--- src/rtl/ldpc_pkg.sv ---
// Shared constants and state encoding for the LDPC LLR loader.
package ldpc_pkg;

    localparam int LANES     = 36;
    localparam int DEPTH     = 256;
    localparam int FRAME_LEN = LANES * DEPTH;
    localparam int Width_R   = 7;
    localparam int Width_A   = 8;

    typedef enum logic [1:0] {
        S_IDLE = 2'd0,
        S_LOAD = 2'd1,
        S_WAIT = 2'd2
    } state_e;

endpackage

--- src/rtl/ldpc_llr_sat.sv ---
// Symmetric saturator from Width_IN to Width_R signed; -2^(Width_R-1) is never produced.
// The sat flag port exists only when LDPC_LLR_SATCNT_EN is defined.
module ldpc_llr_sat
    import ldpc_pkg::*;
#(
    parameter int Width_IN = 8,
    parameter int Width_R  = ldpc_pkg::Width_R
) (
    input  logic [Width_IN-1:0] din,
    output logic [Width_R-1:0]  dout
`ifdef LDPC_LLR_SATCNT_EN
    ,
    output logic                sat
`endif
);

    localparam int SatMax = (1 << (Width_R - 1)) - 1;
    localparam int SatMin = -SatMax;
    localparam logic [Width_R-1:0] PosLim = SatMax[Width_R-1:0];
    localparam logic [Width_R-1:0] NegLim = SatMin[Width_R-1:0];

    int value;

    always_comb begin
        value = int'($signed(din));
        dout  = din[Width_R-1:0];
        if (value > SatMax) begin
            dout = PosLim;
        end else if (value < SatMin) begin
            dout = NegLim;
        end
    end

`ifdef LDPC_LLR_SATCNT_EN
    assign sat = (value > SatMax) || (value < SatMin);
`endif

endmodule

--- src/rtl/ldpc_llr_loader.sv ---
// LLR RAM writer for the VPU array: saturates a serial LLR stream into ping-pong banks,
// column-major. Define LDPC_LLR_SATCNT_EN to add the per-frame sat_cnt output.
module ldpc_llr_loader
    import ldpc_pkg::*;
#(
    parameter int Width_IN = 8,
    parameter int Width_R  = ldpc_pkg::Width_R,
    parameter int Width_A  = ldpc_pkg::Width_A,
    parameter int LANES    = ldpc_pkg::LANES
) (
    input  logic                clk,
    input  logic                reset,
    input  logic [Width_IN-1:0] llr_din,
    input  logic                llr_valid,
    input  logic                llr_sof,
    output logic                llr_ready,
    output logic [LANES-1:0]    lram_wren,
    output logic [Width_A:0]    lram_waddr,
    output logic [Width_R-1:0]  lram_wdata,
    output logic                frame_rdy,
    output logic                frame_bank,
    input  logic                dec_done,
    output logic                sof_err
`ifdef LDPC_LLR_SATCNT_EN
    ,
    output logic [13:0]         sat_cnt
`endif
);

    localparam int LaneW = $clog2(LANES);
    localparam logic [LaneW-1:0]   LastLane = LaneW'(LANES - 1);
    localparam logic [Width_A-1:0] LastAddr = '1;
    localparam logic [Width_A-1:0] AddrOne  = Width_A'(1);
    localparam logic [LANES-1:0]   LaneOne  = LANES'(1);

    state_e state_q, state_d;
    logic [LaneW-1:0]   lane_q, lane_d;
    logic [Width_A-1:0] addr_q, addr_d;
    logic               wr_bank_q, wr_bank_d;
    logic               rd_bank_q, rd_bank_d;
    logic [1:0]         bank_full_q, bank_full_d;

    logic               accept, release_bank, last_sample, other_full;
    logic               wr_en, restart, frame_end;
    logic [LaneW-1:0]   wr_lane;
    logic [Width_A-1:0] wr_addr;

    logic [LANES-1:0]   wren_q;
    logic [Width_A:0]   waddr_q;
    logic [Width_R-1:0] wdata_q;
    logic               sof_err_q;
    // Last write of a frame is in flight; bank_full is set one cycle after it lands.
    logic               done_q, done_bank_q;

    logic [Width_R-1:0] sat_val;
`ifdef LDPC_LLR_SATCNT_EN
    logic               sat_flag;
    logic [13:0]        run_cnt_q, sat_cnt_q;
`endif

    ldpc_llr_sat #(
        .Width_IN(Width_IN),
        .Width_R (Width_R)
    ) u_sat (
        .din (llr_din),
        .dout(sat_val)
`ifdef LDPC_LLR_SATCNT_EN
        ,
        .sat (sat_flag)
`endif
    );

    assign accept       = llr_valid & llr_ready;
    assign release_bank = dec_done & frame_rdy;
    assign last_sample  = (lane_q == LastLane) && (addr_q == LastAddr);
    // A release this cycle of the other bank frees it for the next frame.
    assign other_full   = bank_full_q[~wr_bank_q] &
                          ~(release_bank & (rd_bank_q != wr_bank_q));

    always_ff @(posedge clk) begin
        if (reset) begin
            state_q <= S_IDLE;
        end else begin
            state_q <= state_d;
        end
    end

    always_comb begin
        state_d   = state_q;
        lane_d    = lane_q;
        addr_d    = addr_q;
        wr_bank_d = wr_bank_q;
        wr_en     = 1'b0;
        wr_lane   = lane_q;
        wr_addr   = addr_q;
        restart   = 1'b0;
        frame_end = 1'b0;
        unique case (state_q)
            S_IDLE: begin
                if (accept && llr_sof) begin
                    wr_en   = 1'b1;
                    wr_lane = '0;
                    wr_addr = '0;
                    lane_d  = '0;
                    addr_d  = AddrOne;
                    state_d = S_LOAD;
                end
            end
            S_LOAD: begin
                if (accept) begin
                    wr_en = 1'b1;
                    if (llr_sof) begin
                        restart = 1'b1;
                        wr_lane = '0;
                        wr_addr = '0;
                        lane_d  = '0;
                        addr_d  = AddrOne;
                    end else if (last_sample) begin
                        frame_end = 1'b1;
                        lane_d    = '0;
                        addr_d    = '0;
                        wr_bank_d = ~wr_bank_q;
                        state_d   = other_full ? S_WAIT : S_IDLE;
                    end else begin
                        addr_d = addr_q + AddrOne;
                        if (addr_q == LastAddr) begin
                            lane_d = lane_q + 1'b1;
                        end
                    end
                end
            end
            S_WAIT: begin
                if (release_bank) begin
                    state_d = S_IDLE;
                end
            end
            default: state_d = S_IDLE;
        endcase
    end

    always_comb begin
        llr_ready  = (state_q != S_WAIT);
        frame_rdy  = |bank_full_q;
        frame_bank = rd_bank_q;
    end

    always_comb begin
        bank_full_d = bank_full_q;
        rd_bank_d   = rd_bank_q;
        if (release_bank) begin
            bank_full_d[rd_bank_q] = 1'b0;
            rd_bank_d              = ~rd_bank_q;
        end
        if (done_q) begin
            bank_full_d[done_bank_q] = 1'b1;
        end
    end

    always_ff @(posedge clk) begin
        if (reset) begin
            lane_q      <= '0;
            addr_q      <= '0;
            wr_bank_q   <= 1'b0;
            rd_bank_q   <= 1'b0;
            bank_full_q <= '0;
        end else begin
            lane_q      <= lane_d;
            addr_q      <= addr_d;
            wr_bank_q   <= wr_bank_d;
            rd_bank_q   <= rd_bank_d;
            bank_full_q <= bank_full_d;
        end
    end

    always_ff @(posedge clk) begin
        if (reset) begin
            wren_q      <= '0;
            waddr_q     <= '0;
            wdata_q     <= '0;
            sof_err_q   <= 1'b0;
            done_q      <= 1'b0;
            done_bank_q <= 1'b0;
        end else begin
            wren_q      <= wr_en ? (LaneOne << wr_lane) : '0;
            sof_err_q   <= restart;
            done_q      <= frame_end;
            done_bank_q <= wr_bank_q;
            if (wr_en) begin
                waddr_q <= {wr_bank_q, wr_addr};
                wdata_q <= sat_val;
            end
        end
    end

`ifdef LDPC_LLR_SATCNT_EN
    // n=0 writes happen only on sof, so they restart the running count.
    always_ff @(posedge clk) begin
        if (reset) begin
            run_cnt_q <= '0;
            sat_cnt_q <= '0;
        end else begin
            if (wr_en && (wr_lane == '0) && (wr_addr == '0)) begin
                run_cnt_q <= 14'(sat_flag);
            end else if (wr_en) begin
                run_cnt_q <= run_cnt_q + 14'(sat_flag);
            end
            if (done_q) begin
                sat_cnt_q <= run_cnt_q;
            end
        end
    end

    assign sat_cnt = sat_cnt_q;
`endif

    assign lram_wren  = wren_q;
    assign lram_waddr = waddr_q;
    assign lram_wdata = wdata_q;
    assign sof_err    = sof_err_q;

endmodule

--- config.mk ---
export PLATFORM = sky130hd
export DESIGN_NAME = ldpc_llr_loader
export DESIGN_NICKNAME = d
export VERILOG_FILES = /design/src/rtl/ldpc_pkg.sv /design/src/rtl/ldpc_llr_sat.sv /design/src/rtl/ldpc_llr_loader.sv
export SDC_FILE = /design/constraint.sdc
export NUM_CORES = 1
export LEC_CHECK = 0
export CAP_MARGIN = 20
export CORE_UTILIZATION = 49
export CTS_CLUSTER_SIZE = 12
export DETAILED_ROUTE_END_ITERATION = 6
export MAX_ROUTING_LAYER = met4
export PLACE_DENSITY_LB_ADDON = 0.1
export SETUP_SLACK_MARGIN = 0.3
export SYNTH_ARGS = -nofsm -noshare
export SYNTH_HDL_FRONTEND = slang
export SYNTH_SLANG_ARGS = --single-unit
--- constraint.sdc ---
create_clock -name clk -period 1.9 [get_ports clk]
set_clock_uncertainty 0.1 [all_clocks]
set_input_delay 0.285 -clock clk [delete_from_list [all_inputs] [get_ports clk]]
set_output_delay 0.285 -clock clk [all_outputs]
set_load 0.05 [all_outputs]
==> key figures, run 1 <==
Yosys
  – Ys Warns: 0
  – Library cells used by synthesis: 61
  – Gate Count Post-Synth: 297
  – Top_reg_cell synth: dfxtp_1
  – Syn Nets: 312
  – Synthesized flop and latch total: 75
  – Syn Std Cell Area: 2853 sq um
  – Avg Cell Area, Syn: 9.605 sq um
  – Post-synth ARST share: 0
  – EDFF count, synth: 0
  – Part of the Yosys area used for sequential elements: 0.5263

Clock tree
  – CTS tree: built
  – CTS Sinks: 75
  – Total CTS buffers: 9
  – Clk root buf: clkbuf_8
  – Clk_lat worst skew: 0.35 ns
  – Clock-pin slew on the worst setup and hold paths: 0.08 ns
  – CTS H-Tree Depth: 3
  – Clock Path Buffers: 2

Power and ir drop
  – NetSw: 0.7301 mW
  – Clock power share: 0.400
  – Reg power frac: 0.523
  – Logic pwr share: 0.077
  – LEAKAGE: 1.695 nW
  – Power consumption: 3.053 mW
  – Pwr/cell area: 736.1 nW/um^2
  – Pint: 2.323 mW
  – Worst VDD drop: 509.6 uV
  – Switch share: 0.2391

STA
  – Post-layout min period: 1.654 ns
  – Unrepaired setup endpoints after global routing: true
  – Slew @ Worst Pin: 0.5031 ns
  – Setup-failing EPs final: 0
  – TNS Setup: 0 ns
  – Fmax: 0.6044 GHz
  – Slew HR: 0.6642
  – Final Hold Vio Count: 0
  – Fin crit share: 0.8708
  – Max-slew violations: 0

Critical path
  – CP max stage cell: dfxtp_4
  – Setup CP Type: flop to flop
  – Worst Path Max Fanout: 5
  – Critical-path cell list: nor4b_4 > nand4_4 > nor3_4 > mux2_4
  – Startpoint Class: flop
  – Crit path DAT: 1.80 ns
  – Required @ worst endpoint: 2.04 ns
  – CP peak stage delay: 0.37 ns
  – Setup crit end kind: flop

Global route
  – Total grt overflow: 0
  – Largest net degree at the start of global routing: 16
  – First-pass GRT wire length: 11.35 mm
  – Vias in the first global route: 2394
  – Gr usage total: 0.2504
  – Initial antenna violation count: 0

Drt
  – Iter 0 DRT Violations: 113
  – DRC: 0
  – Post-DRT Antenna Nets: 0
  – Post-detailed-route wirelength per cell: 14.25 um
  – Routed vias/inst: 5.215
  – Final WL: 6.881 mm
  – DR vias: 2519
  – Drt pass-1 iters: 4

Die
  – Die width: 78.30 um
  – Die Height: 78.30 um
  – Row count: 27
  – Core area: 5574 sq um
  – Initial Util: 0.5118
  – Die area: 6131 sq um
  – I/O pins: 69

Placement
  – DP HPWL: 4.851 mm
  – IO buf count: 68
  – Placer Congestion: 0.8834

Cells and area
  – Most common cell after layout, fill and taps aside: dfxtp_1
  – Antenna Diode Count: 0
  – Leading cell types in the layout, fill and taps excluded: dfxtp_1 (70), buf_4 (51), nor2_1 (42)
  – Ratio of cells with drive above 1 in the final layout: 0.2993
  – Register area: 1518 sq um
  – Area of the multi-input gates: 1359 sq um
  – Layout area overhead: 45.39%
  – # fillers: 440
  – Final nets: 421

Worst hold path
  – Worst hold path class: input pin to flop

Status
  – Status: finished, final reports clean

Flow run
  – Max-cap viol count: 0
sequential cells by signal (all words and copies together) (netlist names), 2 cells and up:
signal / cells
bank_full_q: 2
lram_waddr: 9
addr_q: 8
lane_q: 6
state_q: 2
lram_wren: 36
lram_wdata: 7
worst max-delay path, delay by kind of cell, from the launching register on:
| kind | cells | cell delay, ns |
|---|---|---|
| multiplexers | 1 | 0.32 |
| flip-flops | 1 | 0.37 |
| AND/OR/NAND/NOR | 3 | 0.76 |
layout make-up:
class                           count  share of cell area
Sequential cell                    75              0.3659
Clock buffer                       10             0.03318
Timing Repair Buffer              113              0.2317
Inverter                            5            0.004525
Multi-Input combinational cell    202              0.3276
Tap cell                           72             0.02172
Clock inverter                      6             0.01538
cells by family after synthesis:
group,count (synthesis),synth area share
xor gates and xnor gates,5,0.01535
adders and majority gates,2,0.008771
DFF,75,0.5263
AOI/OAI and AO/OA,50,0.1254
buffers and inverters,20,0.03377
and+or+nand+nor,143,0.2829
muxes,2,0.007456
cell usage after synthesis, types with 2 or more instances:
library cell  count  share of area
nor2_1           45          0.059
o21ai_0           3         0.0053
nand2_1          23          0.030
buf_2             5         0.0088
nor3_1           19          0.033
nor2_2            2         0.0044
buf_1             2         0.0026
or3_1             2         0.0044
a22oi_1           2         0.0053
buf_4             2         0.0053
nand4_1           4         0.0088
a211oi_1          2         0.0053
o211ai_1          2         0.0053
a22o_1            7          0.021
and2_1            2         0.0044
nor3b_1           5          0.013
nand2b_4          2         0.0097
o2bb2ai_1         5          0.015
nor3_2            2         0.0070
nand2b_1          2         0.0044
dfxtp_1          75           0.53
nand4b_1          4          0.012
a31oi_1           2         0.0044
nor4_1            2         0.0044
nand3b_1          3         0.0079
a21oi_1          15          0.026
inv_1             5         0.0066
xnor2_1           4          0.012
nand3_1           6          0.011
ha_1              2         0.0088
clkbuf_1          5         0.0066
and3b_1           3         0.0092
nor2b_1           5          0.011
metal layers:
| layer | up-vias | wire length, um | GRT usage |
|---|---|---|---|
| met3 | 16 | 313 | 0.06977 |
| met4 | 0 | 144 | 0.1074 |
| li1 | 1273 | - | - |
| met1 | 1150 | 3019 | 0.3056 |
| met5 | - | 0 | - |
| met2 | 80 | 3403 | 0.3886 |
timing repair:
item	CTS	global route
hold buffers	0	0
buffers inserted	2	5
hold endpoints to repair	0	0
endpoints found under the setup margin	78	74
gates cloned	0	2
pin swaps	9	12
resized for setup	77	47
path summary, 6_finish.rpt:
| check | start | endpoint | slack, ns | cells past startpoint |
|---|---|---|---|---|
| worst max-delay path | lane_q[4]$_SDFFE_PP0P_ | wr_bank_q$_SDFFE_PP0P_ | 0.25 | 4 |
| worst min-delay path | llr_din[3] | lram_wdata[3]$_SDFFE_PP0N_ | 0.23 | 3 |
| worst max register to register | lane_q[4]$_SDFFE_PP0P_ | wr_bank_q$_SDFFE_PP0P_ | 0.25 | 4 |
| worst min register to register | done_bank_q$_SDFF_PP0_ | bank_full_q[1]$_SDFF_PP0_ | 0.36 | 2 |
through the flow:
step / hold slack, ns / worst slack (ns) / cells / cell area (sq um) / utilization
finish: 0.2285 / 0.2455 / 483 / 4148 / 0.7441
global route: 0.2502 / 0.1889 / 483 / 4148 / 0.7441
CTS: 0.2090 / 0.2174 / 476 / 4044 / 0.7255
detailed placement: 0.3534 / -0.2484 / 458 / 3816 / 0.6846
global placement: 0.3490 / -0.1885 / 458 / 3816 / 0.6846
floorplan: 0.2645 / 0.3020 / 297 / 2873 / -
power by group through the flow:
stage	clock [mW]	sequential [mW]	combinational, mW
global placement	0	1.64	0.222
detailed placement	0	1.64	0.226
floorplan	0	1.67	0.0863
global route	1.33	1.60	0.255
CTS	1.25	1.60	0.227
finish	1.22	1.60	0.236
No activity file was read; power rests on OpenSTA's default activity.
==> inputs of run 2 (changes only) <==
--- a/config.mk
+++ b/config.mk
@@ -6,9 +6,11 @@
 export NUM_CORES = 1
 export LEC_CHECK = 0
 export CAP_MARGIN = 20
-export CORE_UTILIZATION = 49
+export CORE_MARGIN = 3
+export CORE_UTILIZATION = 50
 export CTS_CLUSTER_SIZE = 12
 export DETAILED_ROUTE_END_ITERATION = 6
+export DONT_BUFFER_PORTS = 1
 export MAX_ROUTING_LAYER = met4
 export PLACE_DENSITY_LB_ADDON = 0.1
 export SETUP_SLACK_MARGIN = 0.3
==> run 2 against run 1 <==
Clock-buffer cell count shrank 1. Global-route usage shrank 3.2 points. Hold slack lost 0.22 ns. Critical path depth is the same. Sequential power grew 2%. Worst setup slack gained 0.023 ns. Clock power is essentially flat. Cell count shrank 18%. Critical path type unchanged. Largest power group unchanged.
==> key figures, run 2 (synthesized netlist as in run 1, its figures left out) <==
Critical path
  – R2r startpoint: lane_q[3]$_SDFFE_PP0P_
  – Crit path DAT: 1.76 ns
  – Startpoint Class: flop
  – Setup crit end kind: flop
  – Worst Path Max Fanout: 5
  – CP peak stage delay: 0.38 ns
  – Critical-path cell list: nor4b_4 > nand4_4 > nor3_2 > mux2_1
  – Crit. Startpoint: lane_q[3]$_SDFFE_PP0P_
  – CP max stage cell: nor4b_4
  – Setup CP Type: flop to flop
  – Required @ worst endpoint: 2.03 ns

STA
  – TNS Setup: 0 ns
  – Setup-failing EPs final: 0
  – Hold WS: 0.01155 ns
  – Post-layout min period: 1.632 ns
  – Final Hold Vio Count: 0
  – Unrepaired setup endpoints after global routing: true
  – Fmax: 0.6129 GHz
  – Final worst setup slack: 0.2685 ns
  – Max-slew violations: 0
  – Slew HR: 0.5044
  – Fin crit share: 0.8587
  – Slew @ Worst Pin: 0.7434 ns

Die
  – I/O pins: 69
  – Core area: 5303 sq um
  – Die area: 6648 sq um
  – Die Height: 81.54 um
  – Row count: 26
  – Initial Util: 0.5380
  – Die width: 81.54 um

Power and ir drop
  – Pint: 2.237 mW
  – NetSw: 0.7042 mW
  – Worst VDD drop: 503.5 uV
  – Logic pwr share: 0.041
  – Switch share: 0.2394
  – Pwr/cell area: 873.3 nW/um^2
  – Reg power frac: 0.556
  – Clock power share: 0.403
  – LEAKAGE: 1.215 nW

Status
  – Status: finished, final reports clean

Cells and area
  – Layout area overhead: 18.07%
  – Leading cell types in the layout, fill and taps excluded: dfxtp_1 (65), nor2_1 (44), nand2_1 (23)
  – Ratio of cells with drive above 1 in the final layout: 0.2154
  – Final nets: 336
  – Max reg flops: 36
  – Antenna Diode Count: 0
  – Most common cell after layout, fill and taps aside: dfxtp_1

Clock tree
  – Total CTS buffers: 9
  – Clock-pin slew on the worst setup and hold paths: 0.08 ns
  – Clock Path Buffers: 2
  – CTS tree: built
  – CTS Sinks: 75
  – Clk_lat worst skew: 0.34 ns
  – Clk root buf: clkbuf_8
  – CTS H-Tree Depth: 3

Drt
  – DR vias: 2251
  – Iter 0 DRT Violations: 85
  – Routed vias/inst: 5.699
  – Drt pass-1 iters: 4
  – Final WL: 6.337 mm
  – DRC: 0
  – Post-detailed-route wirelength per cell: 16.04 um
  – Post-DRT Antenna Nets: 0

Worst hold path
  – Worst hold path class: input pin to flop
  – Hold_sp: llr_din[5]

Global route
  – Gr usage total: 0.2185
  – Initial antenna violation count: 0
  – Total grt overflow: 0
  – First-pass GRT wire length: 10.67 mm
  – Vias in the first global route: 2190
  – Largest net degree at the start of global routing: 21

Placement
  – DP HPWL: 4.366 mm
  – Place WS: 0.1116 ns
  – Placer Congestion: 0.8590
  – IO buf count: 0

Flow run
  – Max-cap viol count: 0
[run 2: cell types whose count changed in the layout (fill, tap and decap cells not counted), sizes merged]
cell / change
dlymetal6s2s: -2
clkinv: +1
dlymetal6s4s: +1
buf: -38
inv: -1
dlygate4sd2: -13
clkdlybuf4s15: -25
clkdlybuf4s50: -7
dlygate4sd3: +7
clkbuf: -9
[run 2: final timing paths]
check | slack (ns) | to | cells after the start
max | 0.27 | wr_bank_q$_SDFFE_PP0P_ | 4
min | 0.01 | lram_wdata[5]$_SDFFE_PP0N_ | 2
max reg2reg | 0.27 | wr_bank_q$_SDFFE_PP0P_ | 4
min reg2reg | 0.37 | bank_full_q[1]$_SDFF_PP0_ | 2
[run 2: final cells by class]
cell class,instances,area (sq um)
clock buffers,9,123.9
clock inverters,6,67.56
fillers,451,1934
inverters,5,18.77
multi-input cells,202,1316
flip-flops and latches,75,1521
well taps,70,87.58
repair buffers,28,232.7
[run 2: repair_timing]
item,in CTS,in global routing
setup endpoints to repair,32,54
buffers inserted,3,4
hold buffers,8,0
hold endpoints to repair,24,0
gates resized for setup,12,10
pin swaps,4,4
[run 2: critical path, delay by kind of cell (launching register included)]
family / cells / cell delay [ns]
mux: 1 / 0.33
flops: 1 / 0.34
simple gates: 3 / 0.76
[run 2: through the flow]
step	util	power, mW	instances	cell area [sq um]
after floorplan	-	1.756	297	2873
after global placement	0.5621	1.770	365	2980
after detailed placement	0.5621	1.770	365	2980
after CTS	0.6236	2.949	391	3307
after global routing	0.6352	3.052	395	3368
final	0.6352	2.941	395	3368
[run 2: power groups by stage]
stage / sequential [mW] / clock, mW / combinational [mW]
floorplan: 1.67 / 0 / 0.0863
finish: 1.64 / 1.19 / 0.121
global route: 1.64 / 1.28 / 0.137
detailed placement: 1.68 / 0 / 0.0946
CTS: 1.64 / 1.20 / 0.118
global placement: 1.68 / 0 / 0.0940
[run 2: layer usage]
metal  share of wire  wire length, um  track usage
met5               0                0            -
met4           0.014               87      0.07601
met3           0.092              582      0.07566
met2            0.47             2960       0.3371
met1            0.43             2708       0.2655
==> inputs of run 3 (changes only) <==
--- a/config.mk
+++ b/config.mk
@@ -6,7 +6,6 @@
 export NUM_CORES = 1
 export LEC_CHECK = 0
 export CAP_MARGIN = 20
-export CORE_MARGIN = 3
 export CORE_UTILIZATION = 50
 export CTS_CLUSTER_SIZE = 12
 export DETAILED_ROUTE_END_ITERATION = 6
==> run 3 against run 2 <==
Clock power rose by 13%. First-iteration DRC count fell by 3.5%. Total power grew 6.1%. Global-route usage is 1.9 points higher. Register-to-register slack barely moved. Clock-buffer cell count unchanged. Largest power group unchanged.
==> key figures, run 3 (synthesized netlist as in run 1, its figures left out) <==
Drt
  – Drt pass-1 iters: 7
  – Post-detailed-route wirelength per cell: 15.95 um
  – DRC: 0
  – Final WL: 6.318 mm
  – DR vias: 2232
  – Iter 0 DRT Violations: 82
  – Routed vias/inst: 5.636
  – Post-DRT Antenna Nets: 0

Global route
  – First-pass GRT wire length: 10.72 mm
  – Total grt overflow: 0
  – Largest net degree at the start of global routing: 20
  – Vias in the first global route: 2216
  – Gr usage total: 0.2374
  – Initial antenna violation count: 0

Power and ir drop
  – NetSw: 0.7321 mW
  – Worst VDD drop: 502.2 uV
  – Switch share: 0.2346
  – Pwr/cell area: 910.0 nW/um^2
  – Pint: 2.389 mW
  – Logic pwr share: 0.043
  – Clock power share: 0.433
  – LEAKAGE: 1.252 nW
  – Reg power frac: 0.524

Critical path
  – Critical-path cell list: nor4b_4 > nand4_4 > nor3_4 > mux2_4
  – Required @ worst endpoint: 2.04 ns
  – Crit path DAT: 1.76 ns
  – CP peak stage delay: 0.36 ns
  – CP max stage cell: nor4b_4
  – Setup crit end kind: flop
  – Worst Path Max Fanout: 4
  – Setup CP Type: flop to flop
  – Startpoint Class: flop
  – FF-to-FF setup slack: 0.28 ns

Die
  – Die width: 77.54 um
  – Die area: 6012 sq um
  – Row count: 27
  – Initial Util: 0.5181
  – Core area: 5507 sq um
  – I/O pins: 69
  – Die Height: 77.54 um

STA
  – TNS Setup: 0 ns
  – Slew @ Worst Pin: 0.7934 ns
  – Unrepaired setup endpoints after global routing: true
  – Slew HR: 0.4711
  – Max-slew violations: 0
  – Post-layout min period: 1.622 ns
  – Setup-failing EPs final: 0
  – Fmax: 0.6165 GHz
  – Final Hold Vio Count: 0
  – Fin crit share: 0.8537

Placement
  – Placer Congestion: 0.8891
  – DP HPWL: 4.201 mm
  – IO buf count: 0

Clock tree
  – CTS H-Tree Depth: 3
  – Clk_lat worst skew: 0.35 ns
  – Total CTS buffers: 9
  – Clock-pin slew on the worst setup and hold paths: 0.08 ns
  – Clk root buf: clkbuf_8
  – CTS tree: built
  – CTS Sinks: 75
  – Clock Path Buffers: 2

Cells and area
  – Leading cell types in the layout, fill and taps excluded: dfxtp_1 (67), nor2_1 (45), nand2_1 (23)
  – Antenna Diode Count: 0
  – Most common cell after layout, fill and taps aside: dfxtp_1
  – Ratio of cells with drive above 1 in the final layout: 0.2130
  – Max reg flops: 36
  – Layout area overhead: 20.22%
  – Final nets: 334
  – Utilization after layout: 0.6228

Flow run
  – Max-cap viol count: 0

Status
  – Status: finished, final reports clean

Worst hold path
  – Worst hold path class: input pin to flop
-- run 3: power by group through the flow --
stage          Clock [mW]  Sequential [mW]  Combinational (mW)
6_report             1.35             1.63               0.135
5_1_grt              1.47             1.64               0.148
4_1_cts              1.38             1.63               0.125
3_5_place_dp            0             1.67              0.0993
3_3_place_gp            0             1.67              0.0997
2_1_floorplan           0             1.67              0.0863
-- run 3: layout make-up --
cell class | count | area [sq um]
Clock buffer | 9 | 123.9
Tap cell | 72 | 90.09
Clock inverter | 7 | 100.1
Timing Repair Buffer | 26 | 222.7
Fill cell | 468 | 2077
Multi-Input combinational cell | 202 | 1355
Sequential cell | 75 | 1519
Inverter | 5 | 18.77
-- run 3: worst paths after layout --
path	startpoint	endpoint	depth (start not counted)
min	reset	state_q[1]$_SDFFE_PP0P_	3
min reg2reg	addr_q[1]$_SDFFE_PP0P_	addr_q[1]$_SDFFE_PP0P_	2
max reg2reg	lane_q[3]$_SDFFE_PP0P_	wr_bank_q$_SDFFE_PP0P_	4
max	lane_q[3]$_SDFFE_PP0P_	wr_bank_q$_SDFFE_PP0P_	4
-- run 3: layer usage --
layer	part of all wire	vias to the layer above	wire (um)	track usage
met5	0	-	0	-
met4	0.023	0	144	0.1264
met3	0.057	11	359	0.06353
met2	0.47	86	2986	0.3673
met1	0.45	1039	2828	0.2815
li1	-	1096	-	-
-- run 3: what timing repair did --
| item | 4_1_cts | 5_1_grt |
|---|---|---|
| buffers inserted | 3 | 1 |
| hold buffers | 10 | 0 |
| endpoints found under the setup margin | 23 | 56 |
| pin swaps | 4 | 4 |
| endpoints found under the hold margin | 25 | 0 |
| resized for setup | 9 | 20 |
-- run 3: worst max-delay path, delay by kind of cell, from the launching register on --
family,cells,cell delay (ns)
muxes,1,0.31
and+or+nand+nor,3,0.77
DFF,1,0.34
-- run 3: stage by stage --
step                power, mW  cell area [sq um]  worst slack, ns  hold WS (ns)  std cells
finish                  3.121               3430           0.2779       0.01764        396
global route            3.250               3430           0.2060       0.02447        396
CTS                     3.135               3351           0.2685       0.01380        395
detailed placement      1.773               2975           0.1646        0.2524        366
global placement        1.774               2975           0.2242        0.2519        366
floorplan               1.756               2873           0.3020        0.2645        297
